File: src/rtl/rf_dump_reader.sv
// Register-file dump reader: walks every register through a read port and streams each
// one out as two 16-bit halves on a valid/ready handshake, snooping the write port.
module rf_dump_reader #(
  parameter int unsigned ADDR_WIDTH = 5,
  parameter int unsigned NUM_REGS   = 32,
  parameter bit          HI_FIRST   = 1'b0
) (
  input  logic                  clk_i,
  input  logic                  reset_i,
  input  logic                  start_i,
  output logic [ADDR_WIDTH-1:0] rd_addr_o,
  input  logic [31:0]           rd_data_i,
  input  logic                  wr_en_i,
  input  logic [ADDR_WIDTH-1:0] wr_addr_i,
  input  logic [31:0]           wr_data_i,
  output logic                  out_valid_o,
  input  logic                  out_ready_i,
  output logic [15:0]           out_data_o,
  output logic [ADDR_WIDTH-1:0] out_reg_o,
  output logic                  out_half_o,
  output logic                  busy_o,
  output logic                  done_o
);

  localparam logic [ADDR_WIDTH-1:0] LastIdx = ADDR_WIDTH'(NUM_REGS - 1);

  typedef enum logic [2:0] {StIdle, StRead, StSendA, StSendB, StDone} state_e;

  state_e                state_q, state_d;
  logic [ADDR_WIDTH-1:0] idx_q, idx_d;
  logic [31:0]           word_q, word_d;

  always_ff @(posedge clk_i) begin
    if (reset_i) begin
      state_q <= StIdle;
      idx_q   <= '0;
      word_q  <= '0;
    end else begin
      state_q <= state_d;
      idx_q   <= idx_d;
      word_q  <= word_d;
    end
  end

  always_comb begin
    state_d = state_q;
    idx_d   = idx_q;
    word_d  = word_q;
    unique case (state_q)
      StIdle: begin
        if (start_i) begin
          idx_d   = '0;
          state_d = StRead;
        end
      end
      StRead: begin
        // r0 reads as zero; a same-cycle write to idx has not reached rd_data yet.
        if (idx_q == '0) begin
          word_d = '0;
        end else if (wr_en_i && (wr_addr_i == idx_q)) begin
          word_d = wr_data_i;
        end else begin
          word_d = rd_data_i;
        end
        state_d = StSendA;
      end
      StSendA: begin
        if (out_ready_i) state_d = StSendB;
      end
      StSendB: begin
        if (out_ready_i) begin
          if (idx_q == LastIdx) begin
            state_d = StDone;
          end else begin
            idx_d   = idx_q + ADDR_WIDTH'(1);
            state_d = StRead;
          end
        end
      end
      StDone:  state_d = StIdle;
      default: state_d = StIdle;
    endcase
  end

  logic send_hi;

  always_comb begin
    out_valid_o = (state_q == StSendA) || (state_q == StSendB);
    send_hi     = (state_q == StSendB) ^ HI_FIRST;
    out_half_o  = out_valid_o & send_hi;
    out_reg_o   = out_valid_o ? idx_q : '0;
    out_data_o  = '0;
    if (out_valid_o) out_data_o = send_hi ? word_q[31:16] : word_q[15:0];
    rd_addr_o   = (state_q == StIdle) ? '0 : idx_q;
    busy_o      = (state_q != StIdle);
    done_o      = (state_q == StDone);
  end

endmodule

File: config.mk
export PLATFORM = sky130hd
export DESIGN_NAME = rf_dump_reader
export DESIGN_NICKNAME = d
export VERILOG_FILES = /design/src/rtl/rf_dump_reader.sv
export SDC_FILE = /design/constraint.sdc
export NUM_CORES = 1
export LEC_CHECK = 0
export ABC_CLOCK_PERIOD_IN_PS = 2600
export BUFFER_PORTS_ARGS = -buffer_cell sky130_fd_sc_hd__buf_2
export CORE_ASPECT_RATIO = 1.5
export CORE_MARGIN = 2
export CORE_UTILIZATION = 48
export CTS_BUF_LIST = sky130_fd_sc_hd__clkbuf_8 sky130_fd_sc_hd__clkbuf_16
export DETAILED_ROUTE_END_ITERATION = 12
export PLACE_DENSITY = 0.8
export SLEW_MARGIN = 25
export SYNTH_ARGS = -nofsm -noshare
export SYNTH_HDL_FRONTEND = slang
export SYNTH_SLANG_ARGS = --single-unit
export TNS_END_PERCENT = 30
File: constraint.sdc
create_clock -name clk_i -period 2.6 [get_ports clk_i]
set_clock_uncertainty 0.2 [all_clocks]
set_input_delay 0.52 -clock clk_i [delete_from_list [all_inputs] [get_ports clk_i]]
set_output_delay 0.52 -clock clk_i [all_outputs]
set_load 0.03 [all_outputs]
Yosys cells after proc, flatten, opt, wreduce, memory -nomap -nowiden
Index checks and enable logic that the tools add are counted.

word-level totals
  word-level logic and storage cells = 38
  input port bits = 74
  register bits after elaboration = 40
  output and inout port bits = 30

cells by class
  equal/unequal tests = 10
  multiplexer cells = 15
  bitwise operators = 1
  add/subtract/negate cells = 1
  reduce and logical (&&, ||, !) cells = 8

operators by type and width
  cell                 count
  $mux 32              2
  $mux 16              2
  $mux 5               5
  $mux 3               4
  $pmux 3 s4           1
  $pmux 5 s2           1
  $ne 2x2->1 const B   4
  $eq 3x2->1 const B   2
  $add 5x1->5 const B  1
  $eq 5x5->1           1
  $eq 5x5->1 const B   1
  $logic_not 5->1      1
  $reduce_and 4->1     1
  $eq 3x1->1 const B   1
  $eq 3x3->1 const B   1
  $logic_not 3->1      1
  $reduce_and 3->1     1
  $reduce_bool 3->1    1
  $reduce_bool 2->1    1
  $and 1x1->1          1
  $logic_and 1x1->1    1
  $logic_or 1x1->1     1

Logic depth before layout (Yosys ltp)
Gate-level depths: netlist of the first run.

  depth after elaboration = 4
  depth in mapped cells = 8
  mapped depth without buffers = 7

Worst setup path after synthesis of the first run
No wires, ideal clock.

  path type = register to output
  start = register state_q[0]
  end = output done_o
  setup slack = 0.294 ns
  required time = 1.880 ns
  stages on the path, launching flop included = 5
  data arrival time = 1.586 ns
  buffers on the path = 3
  path through = dfxtp_1 > buf_2 > buf_2 > buf_2 > nor3b_1

on the way
  longest elaborated chain between the ends = 1

ends and longest elaborated chain
  element                   RTL line  source
  start: declaration        29        state_e state_q, state_d;
  start signal: assignment  35        state_q <= StIdle;
  start signal: assignment  39        state_q <= state_d;
  $eq 3x3->1                96        done_o = (state_q == StDone);
  end: declaration          22        output logic done_o

Every way passes these cells.

Worst setup path in the final report of the first run
  start = register state_q[0]
  end = output out_data_o[13]

on the way
  longest elaborated chain between the ends = 3
  elaborated cells between the ends (all ways) = 5
  classes of those cells = 2 x eq/ne; 2 x mux; 1 x reduce/logical

ends and longest elaborated chain
  element                                             RTL line  source
  $eq 3x2->1, on equally long branches                88, 89
  $mux 16 / $logic_or 1x1->1 (equally long branches)  93, 88
  $mux 16 (*)                                         93        if (out_valid_o) out_data_o = send_hi ? word_q[31:16] : word_q[15:0];
  end: declaration                                    18        output logic [15:0] out_data_o,

Mark *: on every way between the ends. The rest lies on a longest branch, timed or not.

==> results of run 1 <==
cells by family (layout without fill, tap and decap cells):
logic type,count (synthesis),count (layout),synth area share [%]
AO/OA/AOI/OAI,43,43,19.0
XOR/XNOR,7,7,2.47
adder cells (fa/ha/maj),3,3,1.51
buffers and inverters,36,124,8.71
flip-flops,40,40,32.2
multiplexers,17,17,6.84
AND/OR/NAND/NOR,147,147,29.2
layout by cell type, fill, tap and decap left out, drive strengths merged, types with 4 or more instances in the layout:
cell type,count
buf,111
inv,7
nand4,32
a21oi,4
nor2,26
clkbuf,5
xor2,4
nand2,64
and2,5
dfxtp,40
mux2i,17
o211ai,32
final timing paths:
path / cells after the start / slack [ns] / from / end
max: 4 / 0.23 / state_q[0] / out_data_o[13]
min: 2 / 0.27 / word_q[14] / word_q[14]
max reg2reg: 7 / 0.43 / idx_q[0] / idx_q[0]
min reg2reg: 2 / 0.27 / word_q[14] / word_q[14]
final cells by class:
| class | count | area (µm²) |
|---|---|---|
| fillers | 482 | 2020 |
| multi-input cells | 217 | 1480 |
| flip-flops and latches | 40 | 801 |
| repair buffers | 111 | 601 |
| well taps | 68 | 85.1 |
| clock buffers | 5 | 68.8 |
| inverters | 6 | 22.5 |
| clock inverters | 2 | 8.76 |
power groups by stage:
stage | logic (mW) | registers, mW | clock network (mW)
final | 0.185 | 0.625 | 0.384
after global routing | 0.200 | 0.625 | 0.415
after CTS | 0.184 | 0.624 | 0.392
after detailed placement | 0.184 | 0.639 | 0
after global placement | 0.181 | 0.638 | 0
after floorplan | 0.107 | 0.631 | 0
synthesized netlist by cell type (all sizes together) (3+ instances only):
library cell | number | area [µm²]
a21oi | 4 | 23.8
and2 | 5 | 31.3
buf | 22 | 163
clkbuf | 8 | 31.3
dfxtp | 40 | 801
ha | 3 | 37.5
inv | 6 | 22.5
mux2i | 17 | 170
nand2 | 64 | 240
nand2b | 3 | 18.8
nand3 | 3 | 15.0
nand4 | 32 | 200
nor2 | 26 | 100
nor2b | 3 | 18.8
o211ai | 32 | 390
xnor2 | 3 | 26.3
xor2 | 4 | 35.0
sequential cells by signal, summed over array words and instances, names as in the netlist:
| name | cells |
|---|---|
| idx_q | 5 |
| state_q | 3 |
| word_q | 32 |
per-layer routing:
| metal | track usage [%] | up-vias | share of wire (%) |
|---|---|---|---|
| met1 | 27.2 | 1124 | 40 |
| met5 | 0 | - | 0 |
| li1 | - | 1206 | - |
| met2 | 40.1 | 88 | 52 |
| met3 | 4.91 | 21 | 4.9 |
| met4 | 12.0 | 0 | 3.6 |
critical path, cell delays in order, from the launching register on:
cell and delay [ns]:
sky130_fd_sc_hd__dfxtp_1 0.52, sky130_fd_sc_hd__buf_4 0.36, sky130_fd_sc_hd__mux2i_1 0.24, sky130_fd_sc_hd__nor2_1 0.07
sky130_fd_sc_hd__buf_2 0.18
stage by stage:
step	instances	instance area [µm²]	hold slack (ns)	util (%)
finish	449	3070	0.272	60.4
global placement	442	2990	0.245	58.8
floorplan	293	2490	0.234	-
detailed placement	442	2990	0.248	58.8
global route	449	3070	0.285	60.4
CTS	449	3070	0.269	60.4
==> results.txt, run 1 <==
Data on the critical path arrives at its endpoint at 1.65 ns. Synthesis inferred 40 register bits. The max-slew violation count was 0. Sequential cells account for 52.3% of the total power.

The layout cell share with drive strength beyond 1 works out to 41.7%. Summed over all failing endpoints, the final setup total negative slack is 0 ns. In this run the worst hold path is classified as reg -> reg. For the proportion of power drawn by the clock network, the log shows 32.2%. Net switching is 26.9% of the power. For this run, design rule violations remaining after detail routing come to 0. The upper clock frequency limit came out at 421 MHz. The dominant synthesized flop cell was sky130_fd_sc_hd__dfxtp_1. From synthesis to final layout, the design area changed by 23.5%.

Routed length per placed instance: 14.9 µm. The run gives 0.837 as the final weighted congestion in routability-driven placement. The cell sitting at the root of the clock tree is a sky130_fd_sc_hd__clkbuf_8. The number of antenna diodes is 0, and the die span in x is 62.8 µm. The final global-route overflow total is 0, and the peak supply drop is 0.000282 V.

The flow ran to the end, and the final reports show no timing, DRC or antenna violations. The routed via count divided by cell count works out to 5.43. Counting every net in the synthesized netlist gives 370. STA classifies the critical path startpoint as a flop. Across all setup checks in the final design, the least slack found is 0.226 ns. The distinct cell type count after synthesis was 40.

The first global-routing pass estimated 10700 µm of wire. Row generation in the floorplan step produced 32 rows. The number of flops mapped to enable cells by yosys came out at 0. The overall die height was 92.1 µm; the worst setup slack after placement was 0.485 ns. The total power divided by cell area was 389 nW/µm²; the clock insertion delay at the later pin of the skew report was 0.29 ns. The tools report the post-layout net count as 458. Across the run, the number of max-cap violations was 0. For the post-synthesis instance total, the log shows 293.

After synthesis the cells add up to 2490 µm². In this run the tool buffered the top-level ports with 103 buffer cells. In the global route stage, overall resource usage came out at 23.4%.

The setup path with the least slack is of type reg -> out. Before antenna repair, the detailed router went through 4 iterations. For the number of hold buffers added after cts, the log shows 0. Yosys synthesis warning count: 0. Averaged over all synthesized cells, the footprint is 8.49 µm². The number of setup buffers added after CTS is 0. Pin placement for this block handled 104 I/O pins. Setup violations remaining at the end of the flow were counted as 0. Worst-path maximum fanout: 17. The clock drives 40 sinks. Of the synthesized area, sequential elements account for 32.2%. Standard cell core area: 5080 µm².

Summed over all layers, the routed wires come to 6670 µm. For the required time of the critical path, the log shows 1.88 ns. Entering global routing, the biggest net connects 65 pins. STA classifies the critical path endpoint as a primary output. Overall power consumption after layout is estimated at 1.19 mW. The worst pin sits at a relative slew slack of 55.7%. The pin slew with the least headroom to its limit came out at 0.660 ns. The final antenna-violating net count was 0.

The async set-or-reset flop fraction in the synthesized netlist is 0%. The H-tree was split into 2 levels. Hold violation total from the final report: 0. Combinational cells account for 15.5% of the total power.

The via count of the first global-routing pass came out at 2305. Setup repair after global routing left no endpoint under its margin. The initial utilization of the core area, before any placement, comes to 48.9%. The die covers 5780 µm². The switching power was 0.321 mW; the clock tree buffer depth was 2. Clock-pin slew was measured on the worst setup and hold paths at 0.07 ns. The analysis attributes to cell leakage a power of 1.42 nW.

The overall via count from detail_route is 2439, and the internal power consumption is 0.872 mW. TritonCTS created 5 clock buffers. The minimum clock period came out at 2.37 ns. TritonCTS built the clock tree. The run gives 0 as the count of instances resized after the clock tree is built.

The number of antenna violations at the first check in global routing came out at 0. The detailed placer's ending HPWL was 4740 µm; the final critical-path share of the clock period was 91.3%. The number of violations reported at the end of detailed-routing iteration 0 was 122.
No activity file was read; power rests on OpenSTA's default activity.
==> run 2: changes to the inputs <==
==> constraint.sdc (replaced) <==
create_clock -name clk_i -period 2.6 [get_ports clk_i]
set_clock_uncertainty 0.2 [all_clocks]
set_input_delay 0.52 -clock clk_i [delete_from_list [all_inputs] [get_ports clk_i]]
set_output_delay 0.52 -clock clk_i [all_outputs]
set_load 0.02 [all_outputs]
==> run 2 against run 1 <==
  * Flip-flop and latch count unchanged
  * Count of clock-buffer cells in the layout stayed put
  * Non-clock buffer count unchanged
  * Critical path type unchanged
  * Routed wire length fell by 1.6%
  * Clock power rose by 28%
  * Critical path depth decreased by 1
  * Maximum frequency is 0.96% higher
  * Worst hold slack got worse by 0.0048 ns
==> results.txt, run 2 (same netlist as run 1, synthesis figures left out) <==
The minimum clock period came out at 2.35 ns. The run finished with clean final reports. In this run the vertical extent of the chip is 92.1 µm.

Max-cap violations in this run came to 0. The number of levels in the clock H-tree is 2. At the end of the flow the core is filled with cells to 60.9%.

The class of the tightest hold or removal check is reg -> reg. For flop-to-flop paths, the worst setup slack is 0.47 ns. The CTS buffer count was 5.

STA classifies the critical path endpoint as a primary output. In this run the worst path has a maximum fanout of 9. The number of antenna diodes was 0; the met2 track demand over resource in global routing was 40.5%. The required time of the critical path is 1.88 ns. The commonest non-fill, non-tap cell in the layout was sky130_fd_sc_hd__buf_2. In this run the most critical hold path is launched from word_q[20].

The first-pass GRT wire length was 10800 µm. Setup violations remaining at the end of the flow were counted as 0. The internal power consumption is 0.975 mW, and the instance count along the most critical hold path is 2.

The clock drives 40 sinks. The critical path class was reg -> out. In the final routed layout, each cell accounts on average for 14.6 µm.

At the worst endpoint, the arrival time is 1.63 ns. The max-slew violation count is 0. The tools report the reg-to-reg endpoint as idx_q[1].

For the initial cell density of the core, the log shows 48.9%. For the pin with the worst max-slew slack, the measured transition is 0.696 ns. In this run the core area contains 32 standard-cell rows. The tools report the static leakage as 1.44 nW. Register name with the most flops: word_q. The die span in x was 62.8 µm; the final antenna-violating net count was 0.

In this run the critical register-to-register path is launched from idx_q[0]. In this run, the combinational gates consume 14.3% of the power. Maximum number of pins on one net before global-route repair: 65.

The hold violation total from the final report was 0; the overall power was 1.30 mW. The layout cell share with drive strength beyond 1 was 41.9%. The path with the worst hold slack has its endpoint at word_q[20].

Power spread over the standard cell area amounts to 419 nW/µm². After the first detailed-routing iteration, the DRC count stood at 121. The wire-length estimate of the detail-placed layout is 4710 µm.

The cell chosen for the clock root was sky130_fd_sc_hd__clkbuf_8. The overall via count from detail_route is 2467, and the share of power burned in registers is 47.8%. The placed instance area was 2990 µm². Setup repair after global routing left no endpoint under its margin. Post-layout net count: 458. Summing all non-filler instances in the final layout gives an area of 3100 µm².

The worst setup path startpoint is state_q[2]. The clock passes through at most 2 buffers. The final weighted congestion in routability-driven placement was 0.823. The die covers 5780 µm². The largest registers in the layout are word_q (32), idx_q (5), state_q (3).

The number of antenna violations at the first check in global routing came out at 0. The proportion of total power due to net switching was 25.0%; the clock insertion delay at the later pin of the skew report was 0.29 ns. The setup slack of the critical path after layout is 0.249 ns, and the routed via count divided by cell count is 5.48.

For the via count of the first global-routing pass, the log shows 2325. After clock tree synthesis, the clock-pin slew on the worst setup and hold paths is 0.07 ns. During placement, the flow inserted port buffers numbering 103. In this run, post-CTS hold repair placed 0 buffers. For this run, design rule violations remaining after detail routing come to 0. Global routing used 27.1% of the available met1 tracks. In the layout the commonest cells are sky130_fd_sc_hd__buf_2, sky130_fd_sc_hd__nand2_1, sky130_fd_sc_hd__dfxtp_1, sky130_fd_sc_hd__nand4_1, sky130_fd_sc_hd__o211ai_2. The number of flip-flops in the largest register was 32. The run gives 0.000360 V as the peak supply drop.

The core region is 5080 µm². The proportion of power drawn by the clock network is 37.8%, and the final global-route overflow total is 0. Once the clock tree was built, the resizer swapped 0 gates to a different size. The final critical-path share of the clock period was 90.4%; the number of cells on the worst reg-to-reg path was 7.

For this design the total switching power over the nets is 0.325 mW. Post-CTS timing repair inserted 0 buffers for setup. The first detailed-routing pass took 4 iterations. The met3 track demand over resource is 3.31%.

The upper clock frequency limit was 425 MHz; the final total negative setup slack was 0 ns. In this run the tightest slew margin relative to its limit is 53.3%. The tools report the startpoint type of the worst setup path as a flop. Timing analysis after detailed placement gives a worst setup slack of 0.471 ns. TritonCTS built the clock tree. The number of top-level design ports is 104. The most used routing layer was met2. Compared with the post-synthesis result, the final layout area differs by 24.7%. The total global-route track usage came out at 23.2%. For the total length of routed wires, the log shows 6560 µm.
==> run 2: cell types whose count changed in the layout (fill, tap and decap cells not counted), sizes merged <==
cell	change
bufinv	+1
==> run 2: critical path, cell delays in order, from the launching register on <==
cell and delay (ns):
sky130_fd_sc_hd__dfxtp_1 0.42, sky130_fd_sc_hd__nor3_1 0.63, sky130_fd_sc_hd__inv_1 0.10, sky130_fd_sc_hd__buf_2 0.19
==> run 2: metal layers <==
| metal | vias up | part of all wire [%] |
|---|---|---|
| met5 | - | 0 |
| met4 | 0 | 3.0 |
| met3 | 16 | 4.6 |
| met2 | 89 | 52 |
| met1 | 1144 | 40 |
| li1 | 1218 | - |
==> run 2: power groups by stage <==
| stage | combinational, mW | sequential, mW | clock, mW |
|---|---|---|---|
| after global placement | 0.183 | 0.636 | 0 |
| after CTS | 0.186 | 0.622 | 0.503 |
| after detailed placement | 0.185 | 0.636 | 0 |
| after global routing | 0.201 | 0.622 | 0.524 |
| after floorplan | 0.104 | 0.631 | 0 |
| final | 0.186 | 0.622 | 0.492 |
==> run 2: how the worst max path moves through the flow <==
stage                   end  slack (ns)  cells past startpoint
3_5_place_dp       idx_q[1]        0.47                      7
4_1_cts              busy_o        0.27                      3
2_1_floorplan        done_o        0.50                      4
5_1_grt        rd_addr_o[2]        0.16                      3
3_3_place_gp       idx_q[0]        0.58                      7
6_report             busy_o        0.25                      3
==> run 2: final cells by class <==
| type | instances | area (µm²) |
|---|---|---|
| Inverter | 6 | 22.5 |
| Sequential cell | 40 | 801 |
| Timing Repair Buffer | 111 | 601 |
| Clock buffer | 5 | 68.8 |
| Multi-Input combinational cell | 217 | 1480 |
| Tap cell | 68 | 85.1 |
| Clock inverter | 3 | 38.8 |
| Fill cell | 486 | 1990 |
==> run 2: stage by stage <==
step | cells | hold WS [ns]
final | 450 | 0.267
after global routing | 450 | 0.276
after floorplan | 293 | 0.234
after detailed placement | 442 | 0.245
after CTS | 450 | 0.252
after global placement | 442 | 0.242
==> run 3: changes to the inputs <==
--- a/config.mk
+++ b/config.mk
@@ -7,7 +7,7 @@
 export LEC_CHECK = 0
 export ABC_CLOCK_PERIOD_IN_PS = 2600
 export BUFFER_PORTS_ARGS = -buffer_cell sky130_fd_sc_hd__buf_2
-export CORE_ASPECT_RATIO = 1.5
+export CORE_ASPECT_RATIO = 0.8
 export CORE_MARGIN = 2
 export CORE_UTILIZATION = 48
 export CTS_BUF_LIST = sky130_fd_sc_hd__clkbuf_8 sky130_fd_sc_hd__clkbuf_16
==> run 3 against run 2 <==
  * Largest power group unchanged
  * Global-route usage grew 0.19 points
  * Cell count shrank 1.1%
  * Register-to-register slack is essentially flat
  * Die area shrank 0.14%
  * Maximum frequency grew 2.3%
  * Critical path depth grew 2
  * Final area grew 0.44%
  * Sequential share of layout area shrank 0.11 points
  * Critical endpoint is now out_reg_o[3]
  * Non-clock buffer count grew 1
  * Critical path type unchanged
  * Combinational power is essentially flat
  * Setup slack gained 0.054 ns
==> results.txt, run 3 (same netlist as run 1, synthesis figures left out) <==
The layout has 447 filler cells. Number of clock sinks: 40. The detail route stage leaves a number of antenna-violating nets equal to 0. Wire segments on met3 add up to 505 µm in the final route. The register cell area after layout is 801 µm². The later pin in the worst-skew pair is clocked with a latency of 0.29 ns. The area of the die came out at 5770 µm².

Hold path startpoint: out_ready_i. For the standard cell core area, the log shows 5010 µm². The highest metal layer carrying signal wires in the routed design is met4. Summing over every cut layer, the via total after detailed routing is 2413. Counting cells, the worst reg-to-reg path comes to 7. The repair_antennas step left the layout with diodes totalling 0.

Clock-pin slew was measured on the worst setup and hold paths at 0.07 ns. Total instance count after detailed placement: 437. Power spread over the standard cell area amounts to 434 nW/µm².

Ranked by flip-flop count, first place goes to word_q. For the number of top-level design ports, the log shows 104. Data arrives at the worst endpoint at 1.58 ns. The tools report the via count of the first global-routing pass as 2237. Minimum clock period: 2.30 ns. Entering global routing, the biggest net connects 65 pins.

The pin slew with the least headroom to its limit was 0.573 ns. In this run the critical register-to-register path is launched from idx_q[0]. The wire-length estimate of the detail-placed layout is 4810 µm. The number of hold buffers added after CTS was 0. The number of standard cells in the layout, taps in and fillers out came out at 445.

In this design, the stage delay of the slowest critical-path cell is 0.56 ns. In the final layout, the share of cells above drive strength 1 is 42.3%. The number of flip-flops in the largest register is 32, and the final critical-path share of the clock period is 88.4%.

The final total negative setup slack was 0 ns; the buffer and inverter count on the worst path was 3. In the final routing, the length of wire on met1 measures 3110 µm. For this design the static power due to leakage is 1.44 nW. The logs give 2 for the clock tree buffer depth and 1480 µm² for the footprint of the multi-input gates.

For this block, the routed nets add up to 6690 µm of wire. The worst setup path startpoint was state_q[2]. After detailed routing, the number of vias per cell comes to 5.42. Row generation in the floorplan step produced 23 rows.

The tools report the CTS buffer count as 5. TritonCTS built the clock tree. The DRC violation count after routing came out at 0. The instance count along the most critical hold path was 2; the max-cap violation count was 0. The run gives 0.000301 V as the peak supply drop.

The critical path class is reg -> out. The number of antenna violations at the first check in global routing came out at 0. On the critical path the largest part of the delay comes from flip-flops.

In this run the tightest slew margin relative to its limit is 61.3%. The count of instances resized after the clock tree is built was 0; the routed length per placed instance was 15.0 µm. The flow ran to the end, and the final reports show no timing, DRC or antenna violations.

For the setup slack on the worst flop-to-flop path, the log shows 0.47 ns. The tree is rooted in a sky130_fd_sc_hd__clkbuf_8. The class of the tightest hold or removal check is in -> reg.

The tools report the post-layout net count as 459. The critical path goes through nand2b_1 > buf_4 > inv_2 > and2_1 > buf_2. For the hold violation total from the final report, the log shows 0.

The slowest cell on the critical path was sky130_fd_sc_hd__dfxtp_1. Number of setup violations in the final report: 0. Setup repair after global routing left no endpoint under its margin. In this run the tool buffered the top-level ports with 103 buffer cells. The library cells used most frequently in the layout, excluding fill and tap cells, are sky130_fd_sc_hd__buf_2, sky130_fd_sc_hd__nand2_1, sky130_fd_sc_hd__dfxtp_1, sky130_fd_sc_hd__nand4_1, sky130_fd_sc_hd__o211ai_2. The congestion estimate from routability-driven global placement came to 0.888.

STA puts the critical path data required time at 1.88 ns. Measured along the y axis, the die boundary spans 68.4 µm. For this run, the total global-route usage over all layers was measured as 23.4%. The first detailed-routing pass ran for 4 iterations.

The tools report the startpoint type of the worst setup path as a flop. Endpoint of the worst hold path: state_q[1]. From left edge to right edge, the die measures 84.5 µm. The post-synthesis to final-layout area growth is 25.2%, and the number of levels in the clock H-tree is 2. For the number of violations reported at the end of detailed-routing iteration 0, the log shows 157. Max-slew violation count: 0. The tools report the reg-to-reg endpoint as idx_q[0]. Worst-path maximum fanout: 12.

After global routing the overflow that remains totals 0. The first-pass GRT wire length is 10800 µm, and the initial cell density of the core is 49.7%. The worst setup path is captured at a primary output. Summed over all nets, wire length on met2 after detailed routing comes to 3010 µm. The tools report the buffer count from post-CTS setup fixing as 0. The library cell used most frequently in the layout, excluding fill and tap cells, is sky130_fd_sc_hd__buf_2. The upper clock frequency limit came out at 435 MHz. The largest registers in the layout are word_q (32), idx_q (5), state_q (3).
-- run 3: cell count changes in the layout (fill, tap and decap cells not counted), sizes merged --
| cell | change |
|---|---|
| inv | -1 |
| buf | +1 |
| clkbuf | +1 |
-- run 3: worst max path at each step --
stage,to,cells after the start
5_1_grt,out_reg_o[4],5
3_3_place_gp,word_q[29],6
4_1_cts,out_reg_o[3],5
3_5_place_dp,idx_q[0],7
6_report,out_reg_o[3],5
2_1_floorplan,done_o,4
-- run 3: stage by stage --
stage / total power, mW / hold WS, ns / area (µm²) / setup slack [ns] / util (%)
after floorplan: 0.735 / 0.234 / 2490 / 0.504 / -
after global placement: 0.819 / 0.247 / 2990 / 0.538 / 59.7
after detailed placement: 0.820 / 0.251 / 2990 / 0.487 / 59.7
after CTS: 1.36 / 0.255 / 3110 / 0.312 / 62.2
after global routing: 1.40 / 0.272 / 3110 / 0.185 / 62.2
final: 1.35 / 0.263 / 3110 / 0.303 / 62.2
-- run 3: layer usage --
layer,vias to the layer above,track usage (%)
li1,1213,-
met1,1110,31.8
met2,82,37.3
met3,8,6.39
met4,0,5.56
met5,-,0
-- run 3: cell type report --
class | count | share of cell area, %
inverters | 6 | 0.723
multi-input cells | 217 | 47.6
flip-flops and latches | 40 | 25.7
well taps | 62 | 2.49
clock inverters | 2 | 1.25
repair buffers | 112 | 19.5
clock buffers | 6 | 2.65
-- run 3: where the power goes --
part	switching [mW]	total (mW)	internal, mW
logic	0.107	0.186	0.0793
registers	0.00524	0.621	0.616
clock network	0.229	0.543	0.314
total	0.341	1.35	1.01
